$ cat src/rtl/segment_bus_rr_arbiter.sv
// segment_bus_rr_arbiter
// Round-robin arbiter for one direction (ascending node index) of the segmented
// message chain. Each window it grants every legal request whose node range does
// not overlap an earlier grant in rotating scan order, then holds the resulting
// send/receive/bypass pattern for HOLD_CYCLES cycles.

module segment_bus_rr_arbiter #(
   parameter int NODE_COUNT          = 8,
   parameter int NODE_COUNT_DIGIT    = 3,
   parameter int NODE_TO_ARBITER_SIG = 4,
   parameter int HOLD_CYCLES         = 1
) (
   input  logic                                      clk,
   input  logic                                      reset,
   input  logic [NODE_COUNT*NODE_TO_ARBITER_SIG-1:0] request_port,
   output logic [NODE_COUNT*3-1:0]                   control_port,
   output logic                                      busy,
   output logic                                      illegal_req
);

   localparam int                        HOLD_W       = (HOLD_CYCLES > 1) ? $clog2(HOLD_CYCLES) : 1;
   localparam logic [HOLD_W-1:0]         HOLD_LOAD    = HOLD_W'(HOLD_CYCLES - 1);
   localparam logic [HOLD_W-1:0]         HOLD_ONE     = HOLD_W'(1);
   localparam logic [NODE_COUNT_DIGIT:0] NODE_COUNT_W = (NODE_COUNT_DIGIT + 1)'(NODE_COUNT);
   localparam logic [NODE_COUNT_DIGIT:0] ID_ONE       = (NODE_COUNT_DIGIT + 1)'(1);

   typedef enum logic [0:0] {
      ST_IDLE = 1'b0,
      ST_HOLD = 1'b1
   } state_t;

   state_t                      r_state;
   state_t                      w_state_nxt;
   logic [NODE_COUNT_DIGIT-1:0] r_ptr;
   logic [NODE_COUNT_DIGIT-1:0] w_ptr_nxt;
   logic [HOLD_W-1:0]           r_hold_cnt;
   logic [HOLD_W-1:0]           w_hold_cnt_nxt;
   logic [NODE_COUNT*3-1:0]     r_ctrl;
   logic [NODE_COUNT*3-1:0]     w_ctrl_nxt;
   logic                        r_busy;
   logic                        w_busy_nxt;
   logic                        r_illegal;
   logic                        w_illegal_nxt;

   // Per-node request decode: legality and the node masks a grant would claim.
   logic [NODE_COUNT-1:0]       w_legal;
   logic [NODE_COUNT-1:0]       w_illegal;
   logic [NODE_COUNT_DIGIT-1:0] w_dest      [NODE_COUNT];
   logic [NODE_COUNT-1:0]       w_range     [NODE_COUNT];
   logic [NODE_COUNT-1:0]       w_recv_mask [NODE_COUNT];
   logic [NODE_COUNT-1:0]       w_byp_mask  [NODE_COUNT];

   for (genvar k = 0; k < NODE_COUNT; k++) begin : g_node
      logic w_valid;
      assign w_valid      = request_port[NODE_TO_ARBITER_SIG*k + NODE_COUNT_DIGIT];
      assign w_dest[k]    = request_port[NODE_TO_ARBITER_SIG*k +: NODE_COUNT_DIGIT];
      // A transfer only ever moves towards higher indices on this chain.
      assign w_legal[k]   = w_valid && (int'(w_dest[k]) > k) && (int'(w_dest[k]) < NODE_COUNT);
      assign w_illegal[k] = w_valid && (int'(w_dest[k]) <= k);
      for (genvar j = 0; j < NODE_COUNT; j++) begin : g_bit
         assign w_range[k][j]     = (j >= k) && (j <= int'(w_dest[k]));
         assign w_recv_mask[k][j] = (j == int'(w_dest[k]));
         assign w_byp_mask[k][j]  = (j > k) && (j < int'(w_dest[k]));
      end
   end

   // Allocation results for the current IDLE evaluation.
   logic [NODE_COUNT-1:0]       w_claim;
   logic [NODE_COUNT-1:0]       w_send;
   logic [NODE_COUNT-1:0]       w_recv;
   logic [NODE_COUNT-1:0]       w_byp;
   logic                        w_any_grant;
   logic [NODE_COUNT_DIGIT-1:0] w_first_src;
   logic [NODE_COUNT_DIGIT-1:0] w_scan_idx;
   logic [NODE_COUNT_DIGIT:0]   w_scan_sum;

   // Rotating scan from r_ptr: grant each legal request whose range is still unclaimed.
   always_comb begin
      w_claim     = '0;
      w_send      = '0;
      w_recv      = '0;
      w_byp       = '0;
      w_any_grant = 1'b0;
      w_first_src = '0;
      w_scan_sum  = '0;
      w_scan_idx  = '0;
      for (int i = 0; i < NODE_COUNT; i++) begin
         w_scan_sum = {1'b0, r_ptr} + (NODE_COUNT_DIGIT + 1)'(i);
         if (w_scan_sum >= NODE_COUNT_W) begin
            w_scan_sum = w_scan_sum - NODE_COUNT_W;
         end else begin
            w_scan_sum = w_scan_sum;
         end
         w_scan_idx = w_scan_sum[NODE_COUNT_DIGIT-1:0];
         if (w_legal[w_scan_idx] && ((w_range[w_scan_idx] & w_claim) == '0)) begin
            w_claim             = w_claim | w_range[w_scan_idx];
            w_send[w_scan_idx]  = 1'b1;
            w_recv              = w_recv | w_recv_mask[w_scan_idx];
            w_byp               = w_byp | w_byp_mask[w_scan_idx];
            if (!w_any_grant) begin
               w_first_src = w_scan_idx;
            end else begin
               w_first_src = w_first_src;
            end
            w_any_grant = 1'b1;
         end else begin
            w_claim = w_claim;
         end
      end
   end

   // Pointer advances to the node after the first winner, wrapping at NODE_COUNT.
   logic [NODE_COUNT_DIGIT:0] w_ptr_sum;
   logic [NODE_COUNT_DIGIT:0] w_ptr_wrap;
   assign w_ptr_sum  = {1'b0, w_first_src} + ID_ONE;
   assign w_ptr_wrap = (w_ptr_sum >= NODE_COUNT_W) ? (w_ptr_sum - NODE_COUNT_W) : w_ptr_sum;

   // State register: all arbiter state, cleared asynchronously by reset.
   always_ff @(posedge clk or negedge reset) begin
      if (!reset) begin
         r_state    <= ST_IDLE;
         r_ptr      <= '0;
         r_hold_cnt <= '0;
         r_ctrl     <= '0;
         r_busy     <= 1'b0;
         r_illegal  <= 1'b0;
      end else begin
         r_state    <= w_state_nxt;
         r_ptr      <= w_ptr_nxt;
         r_hold_cnt <= w_hold_cnt_nxt;
         r_ctrl     <= w_ctrl_nxt;
         r_busy     <= w_busy_nxt;
         r_illegal  <= w_illegal_nxt;
      end
   end

   // Next-state logic: enter HOLD on any grant, leave it once the hold count expires.
   always_comb begin
      w_state_nxt    = r_state;
      w_ptr_nxt      = r_ptr;
      w_hold_cnt_nxt = r_hold_cnt;
      case (r_state)
         ST_IDLE: begin
            if (w_any_grant) begin
               w_state_nxt    = ST_HOLD;
               w_hold_cnt_nxt = HOLD_LOAD;
               w_ptr_nxt      = w_ptr_wrap[NODE_COUNT_DIGIT-1:0];
            end else begin
               w_state_nxt    = ST_IDLE;
            end
         end
         ST_HOLD: begin
            if (r_hold_cnt != '0) begin
               w_hold_cnt_nxt = r_hold_cnt - HOLD_ONE;
            end else begin
               w_state_nxt    = ST_IDLE;
            end
         end
         default: begin
            w_state_nxt    = ST_IDLE;
            w_ptr_nxt      = '0;
            w_hold_cnt_nxt = '0;
         end
      endcase
   end

   // Output logic: next values of the registered control pattern, busy and illegal pulse.
   always_comb begin
      w_ctrl_nxt    = '0;
      w_busy_nxt    = 1'b0;
      w_illegal_nxt = 1'b0;
      case (r_state)
         ST_IDLE: begin
            w_illegal_nxt = |w_illegal;
            if (w_any_grant) begin
               w_ctrl_nxt = {w_send, w_recv, w_byp};
               w_busy_nxt = 1'b1;
            end else begin
               w_ctrl_nxt = '0;
               w_busy_nxt = 1'b0;
            end
         end
         ST_HOLD: begin
            // Requests are ignored while a window is in progress.
            if (r_hold_cnt != '0) begin
               w_ctrl_nxt = r_ctrl;
               w_busy_nxt = 1'b1;
            end else begin
               w_ctrl_nxt = '0;
               w_busy_nxt = 1'b0;
            end
         end
         default: begin
            w_ctrl_nxt    = '0;
            w_busy_nxt    = 1'b0;
            w_illegal_nxt = 1'b0;
         end
      endcase
   end

   assign control_port = r_ctrl;
   assign busy         = r_busy;
   assign illegal_req  = r_illegal;

endmodule
$ cat config.mk
export PLATFORM = sky130hd
export DESIGN_NAME = segment_bus_rr_arbiter
export DESIGN_NICKNAME = d
export VERILOG_FILES = /design/src/rtl/segment_bus_rr_arbiter.sv
export SDC_FILE = /design/constraint.sdc
export NUM_CORES = 1
export LEC_CHECK = 0
export ABC_AREA = 1
export ABC_CLOCK_PERIOD_IN_PS = 21500
export BUFFER_PORTS_ARGS = -buffer_cell sky130_fd_sc_hd__buf_2
export CORE_AREA = 2 2 127 129
export DETAILED_ROUTE_END_ITERATION = 16
export DIE_AREA = 0 0 129 131
export HOLD_SLACK_MARGIN = 0.05
export PLACE_DENSITY = 0.74
export SYNTH_ARGS = -nofsm -noshare
export SYNTH_HDL_FRONTEND = slang
export SYNTH_SLANG_ARGS = --single-unit
$ cat constraint.sdc
create_clock -name clk -period 21.5 [get_ports clk]
set_input_delay 0 -clock clk [delete_from_list [all_inputs] [get_ports clk]]
set_output_delay 0 -clock clk [all_outputs]
set_load 0.03 [all_outputs]
# After elaboration in Yosys (flattened, before gate mapping)
# Cells that the tools add are included.
# totals
input_bits	34
regBits	30
wordCells	450
out_inout_bits	26
# classes
n_lt_le_gt_ge	103
n_reduce_logical	46
mux	177
eq_ne	58
addsub	18
bitwise_logic	43
# ops
operator	n
$mux W8	79
$bmux W8 S3	24
$or A8 B8 Y8	27
$eq A3 B3 Y1 const A	32
$le A3 B3 Y1 const A	26
$mux W3	24
$ge A4 B4 Y1 const B	16
$and A8 B8 Y8	7
$logic_not A8 Y1	7
$eq A2 B3 Y1 const A	16
$mux W24	2
$pmux W24 S2	1
$lt A3 B3 Y1 const A	15
$lt A3 B4 Y1 const B	8
$not A3 Y4	8
$logic_and A1 B1 Y1	29
$mux W1	29
$sub A3 B1 Y3 const B	9
$bmux W1 S3	8
$demux W1 S3	8
$eq A1 B3 Y1 const A	8
$ge A3 B1 Y1 const B	8
$logic_not A3 Y1	8
$le A2 B3 Y1 const A	7
19 further kinds	39

# Depth between registers and ports, before layout
# depth
depth_word	38
ltp_mapped	59

# Worst setup path before layout
# Ideal clock, no wire load.
# synth_timing
path_type	flip-flop to flip-flop
from	register r_ptr[0]
to	register r_ptr[2]
n_path_buf	8
path_stages_with_launch	55
synth_period_minus_slack_ps	6747
setup_slack_ps	14753
arrival_ps	6630
path_cell_list	dfrtp_1 > inv_2 > buf_2 > buf_1 > clkbuf_1 > buf_1 > ha_1 > buf_2 > inv_2 > buf_2 > o211ai_1 > nand3_1 > nand2_1 > nand3_1 > nand2_2 > nor2_8 > nand2_4 > inv_4 > (+19 left out) > nand3_1 > nand3_1 > nand2_1 > nor2_4 > nand3_4 > o21bai_1 > nand2_1 > nand2_1 > nor2_4 > nand3_4 > inv_2 > buf_6 > a31o_1 > ha_1 > inv_1 > nand3_1 > nand3_1 > nand2_1
# synth_between
elab_chain_cells	38
# synth_rtl
item	line	rtl
from (decl)	34	logic [NODE_COUNT_DIGIT-1:0] r_ptr;
from (signal assigned)	129	r_ptr <= w_ptr_nxt;
$add A3 B1 Y4, or another cell as far along	88	w_scan_sum = {1'b0, r_ptr} + (NODE_COUNT_DIGIT + 1)'(i);
$ge A4 B4 Y1, or another cell as far along	89	if (w_scan_sum >= NODE_COUNT_W) begin
$mux W3 or $not A3 Y4 (tied branches)	89, 96	
$not A3 Y4 (not written as such) or $bmux W8 S3 (tied branches)	95, 96	
$bmux W8 S3 or $mux W8 (tied branches)	95, 96	
$mux W8 (on tied branches) (2 in series)	95, 96	
$and A8 B8 Y8	95	if (w_legal[w_scan_idx] && ((w_range[w_scan_idx] & w_claim) == '0)) begin
$logic_not A8 Y1	95	
(+21 left out)	--	
$mux W8	95	
$and A8 B8 Y8	95	
$logic_not A8 Y1	95	
$logic_and A1 B1 Y1	95	
$mux W3	95	
$add A3 B1 Y4	115	assign w_ptr_sum = {1'b0, w_first_src} + ID_ONE;
$ge A4 B4 Y1 or $sub A3 B1 Y3 (tied branches)	116	assign w_ptr_wrap = (w_ptr_sum >= NODE_COUNT_W) ? (w_ptr_sum - NODE_COUNT_W) : w_ptr_sum;
$mux W3	116	
# Parallel ways exist; a longest one is shown, timed or not. The select of a mux whose other input is x is not followed.
# A chain may end at the register's enable or synchronous reset.

# Worst setup path in the final report
# layout_timing
from	register r_ptr[1]
to	register r_ptr[2]
# The elaborated chain is that of the path after synthesis.

==> results by group <==
Timing
  • Final Hold Fails: 0
  • Fin. max-slew vios: 0
  • Achievable frequency: 114 MHz
  • TNS Setup: 0 ps
  • Slew HR: 29.9%
  • Final setup violation count: 0
  • Worst Skew: 1.54 ps
  • Final period util: 41.0%
  • RSZ-0062 raised after global routing: false
  • Worst slew pin tran: 1050 ps
  • Minimum clock period: 8810 ps
  • Hold slack: 260 ps

Critical path
  • Worst EP required: 21,660 ps
  • Critical Path Max Stage Delay: 840 ps
  • CP startpoint kind: flip-flop
  • WS Path Type: reg2reg
  • Worst-path fanout max: 61
  • Critical path's most frequent cell: nand2_1
  • Slowest cell on the critical path: inv_2
  • Crit path DAT: 8960 ps
  • Crit end category: flip-flop

Synth
  • Post-Synthesis Cells: 1,470
  • #FFs+latches synth: 27
  • Compound-cell area share of the yosys netlist: 26.9%
  • Synth Warn #: 0
  • Yosys top cell by area: nand2_1
  • Synth top area share: 22.7%
  • Syn Std Cell Area: 7640 µm²
  • Post-synth EDFFs: 0
  • Top_reg_cell synth: dfrtp_1
  • Adder-Cell Fraction of Synth Area: 1.97%
  • Syn avg cell area: 5.19 µm²
  • Sequential area share after synthesis: 8.85%
  • Asr flop ratio synth: 100%
  • Post-Synth Simple-Gate Area: 47.6%
  • Mux share of post-synthesis cell area: 0.393%
  • Area contributors post-synth: nand2_1 23%, o21ai_0 11%, dfrtp_1 8.8%
  • Distinct cell type count after synthesis: 53
  • Largest family of logic cells by synthesized area: simple AND/OR/NAND/NOR gates
  • Synth Area in XOR/XNOR: 0%

Global routing
  • Initial antenna violation count: 0
  • First-pass GRT wire length: 48.0 mm
  • Total gr overflow: 0
  • Vias in the first global route: 8,840
  • Tot GR Track Use: 36.4%
  • Largest net degree at the start of global routing: 73

Cells and area
  • Post-route insts no fill: 1,673
  • Antenna diode count: 0
  • Final nets: 1,504
  • Share of cells above drive strength 1: 10.7%
  • Fillers: 1,719
  • Synth-to-Final Area Change: 4.37%

Clock tree
  • CTS clk-pin slew, worst paths: 60 ps
  • Number of clock sinks: 27
  • TritonCTS clock tree: done
  • Post_cts resized: 0
  • CTS H-tree depth: 1
  • Worst-skew pair later-pin latency: 260 ps
  • Setup bufs post-CTS: 0
  • Root Driver: clkbuf_16
  • Max Buffers Root-to-Sink: 2
  • CTS buffer count: 3

Placed design
  • Placer Congestion: 1.13
  • DP HPWL: 23.3 mm
  • Inst Count DP: 1,668
  • Port Buffers: 57

Die
  • Core area: 15,600 µm²
  • Width of the chip: 129 µm
  • Rows: 46
  • Die Ht: 131 µm
  • Ports: 60
  • Die area: 16,900 µm²
  • Initial Util: 49.0%

Worst hold path
  • HP Class: in2async

Drt
  • Residual DRC count: 0
  • 1st-pass router iterations: 7
  • Via density: 6.13
  • Final antenna-violating net count: 0
  • Drt wl/cell: 18.6 µm
  • Total wire length: 31.1 mm
  • Number of DRC markers in iteration 0: 1,361
  • Vias: 10,300

Run
  • MaxCap Viol Count: 0

Status
  • Outcome: completed
-- flip-flops by register name, indices dropped and copies added (netlist names) --
name / count
control_port: 22
busy: 1
r_ptr: 3
illegal_req: 1
-- repair_timing --
action,in CTS,in global routing
hold buffers,1,0
hold endpoints to repair,27,0
endpoints found under the setup margin,0,0
-- cells in the mapped netlist, types with 3 or more instances --
cell type  count
nor4_1         5
inv_1        153
nand3_4        5
nand2_2       12
a31oi_1       21
nor2_2         7
o21ai_1       15
nand2_1      461
buf_2         16
clkbuf_1      48
mux2i_1        3
dfrtp_1       27
nor2_4        12
o2111ai_1      9
a221oi_1       4
o221ai_1       6
buf_6          7
o211ai_1      20
a21oi_1       42
nand3_2       10
o31ai_1        3
a22oi_1       12
inv_2         19
nand3_1      134
nor2_1       112
buf_4          4
buf_1         16
ha_1          12
nor3_1        32
o21ai_0      174
o21bai_1       8
o22ai_1       16
nand4_1       17
-- cell type report --
class                   instances  area [µm²]  share of cell area (%)
repair buffers                 72         400                    5.02
well taps                     216         270                    3.39
flip-flops and latches         27         678                    8.51
inverters                     175         659                    8.27
clock inverters                 1        7.51                  0.0942
clock buffers                   3        75.1                   0.942
multi-input cells            1179        5880                    73.8
-- logic make-up (layout without fill, tap and decap cells) --
| kind of cell | Yosys count | after routing |
|---|---|---|
| AO/OA/AOI/OAI | 348 | 348 |
| flip-flops | 27 | 27 |
| AND/OR/NAND/NOR | 813 | 813 |
| adder cells (fa/ha/maj) | 12 | 12 |
| other | 1 | 3 |
| multiplexers | 3 | 3 |
| buffers and inverters | 266 | 251 |
-- stage by stage --
step / instance area (µm²) / setup slack, ps / util [%]
floorplan: 7640 / 14750 / -
global placement: 7880 / 13190 / 50.5
detailed placement: 7880 / 12930 / 50.5
CTS: 7970 / 12900 / 51.1
global route: 7970 / 12060 / 51.1
finish: 7970 / 12690 / 51.1
-- worst paths after layout --
check / cells past startpoint / endpoint / slack, ps / startpoint
worst max-delay path: 51 / r_ptr[2]$_DFFE_PN0P_ / 12690 / r_ptr[1]$_DFFE_PN0P_
worst min-delay path: 2 / control_port[10]$_DFF_PN0_ / 260 / reset
worst max register to register: 51 / r_ptr[2]$_DFFE_PN0P_ / 12690 / r_ptr[1]$_DFFE_PN0P_
worst min register to register: 3 / r_ptr[2]$_DFFE_PN0P_ / 780 / r_ptr[2]$_DFFE_PN0P_
max in group asynchronous: 2 / r_ptr[1]$_DFFE_PN0P_ / 20840 / reset
min in group clk: 3 / illegal_req$_DFF_PN0_ / 380 / request_port[3]
-- worst max-delay path: cells and delay by family, from the launching register on --
family / cells / cell delay (ps)
buffers and inverters: 10 / 3480
AO/OA/AOI/OAI: 3 / 660
AND/OR/NAND/NOR: 36 / 3530
adder cells (fa/ha/maj): 2 / 540
flip-flops: 1 / 390
-- layer usage --
layer	part of all wire, %	track usage [%]
met1	39	48.5
met2	40	54.7
met3	15	8.96
met4	5.9	18.4
met5	0	0
-- cell usage in the layout, fill, tap and decap left out, drive strengths merged, types with 16 or more instances in the layout --
cell type  count
nand4         17
nor3          32
o22ai         16
nand3        149
a21oi         44
dfrtp         27
buf           71
o211ai        20
inv          173
a31oi         21
nor2         133
nand2        474
o21ai        191
Power is not shown: default switching activity piles up to over one toggle a cycle in this logic, so the estimate is an artifact.
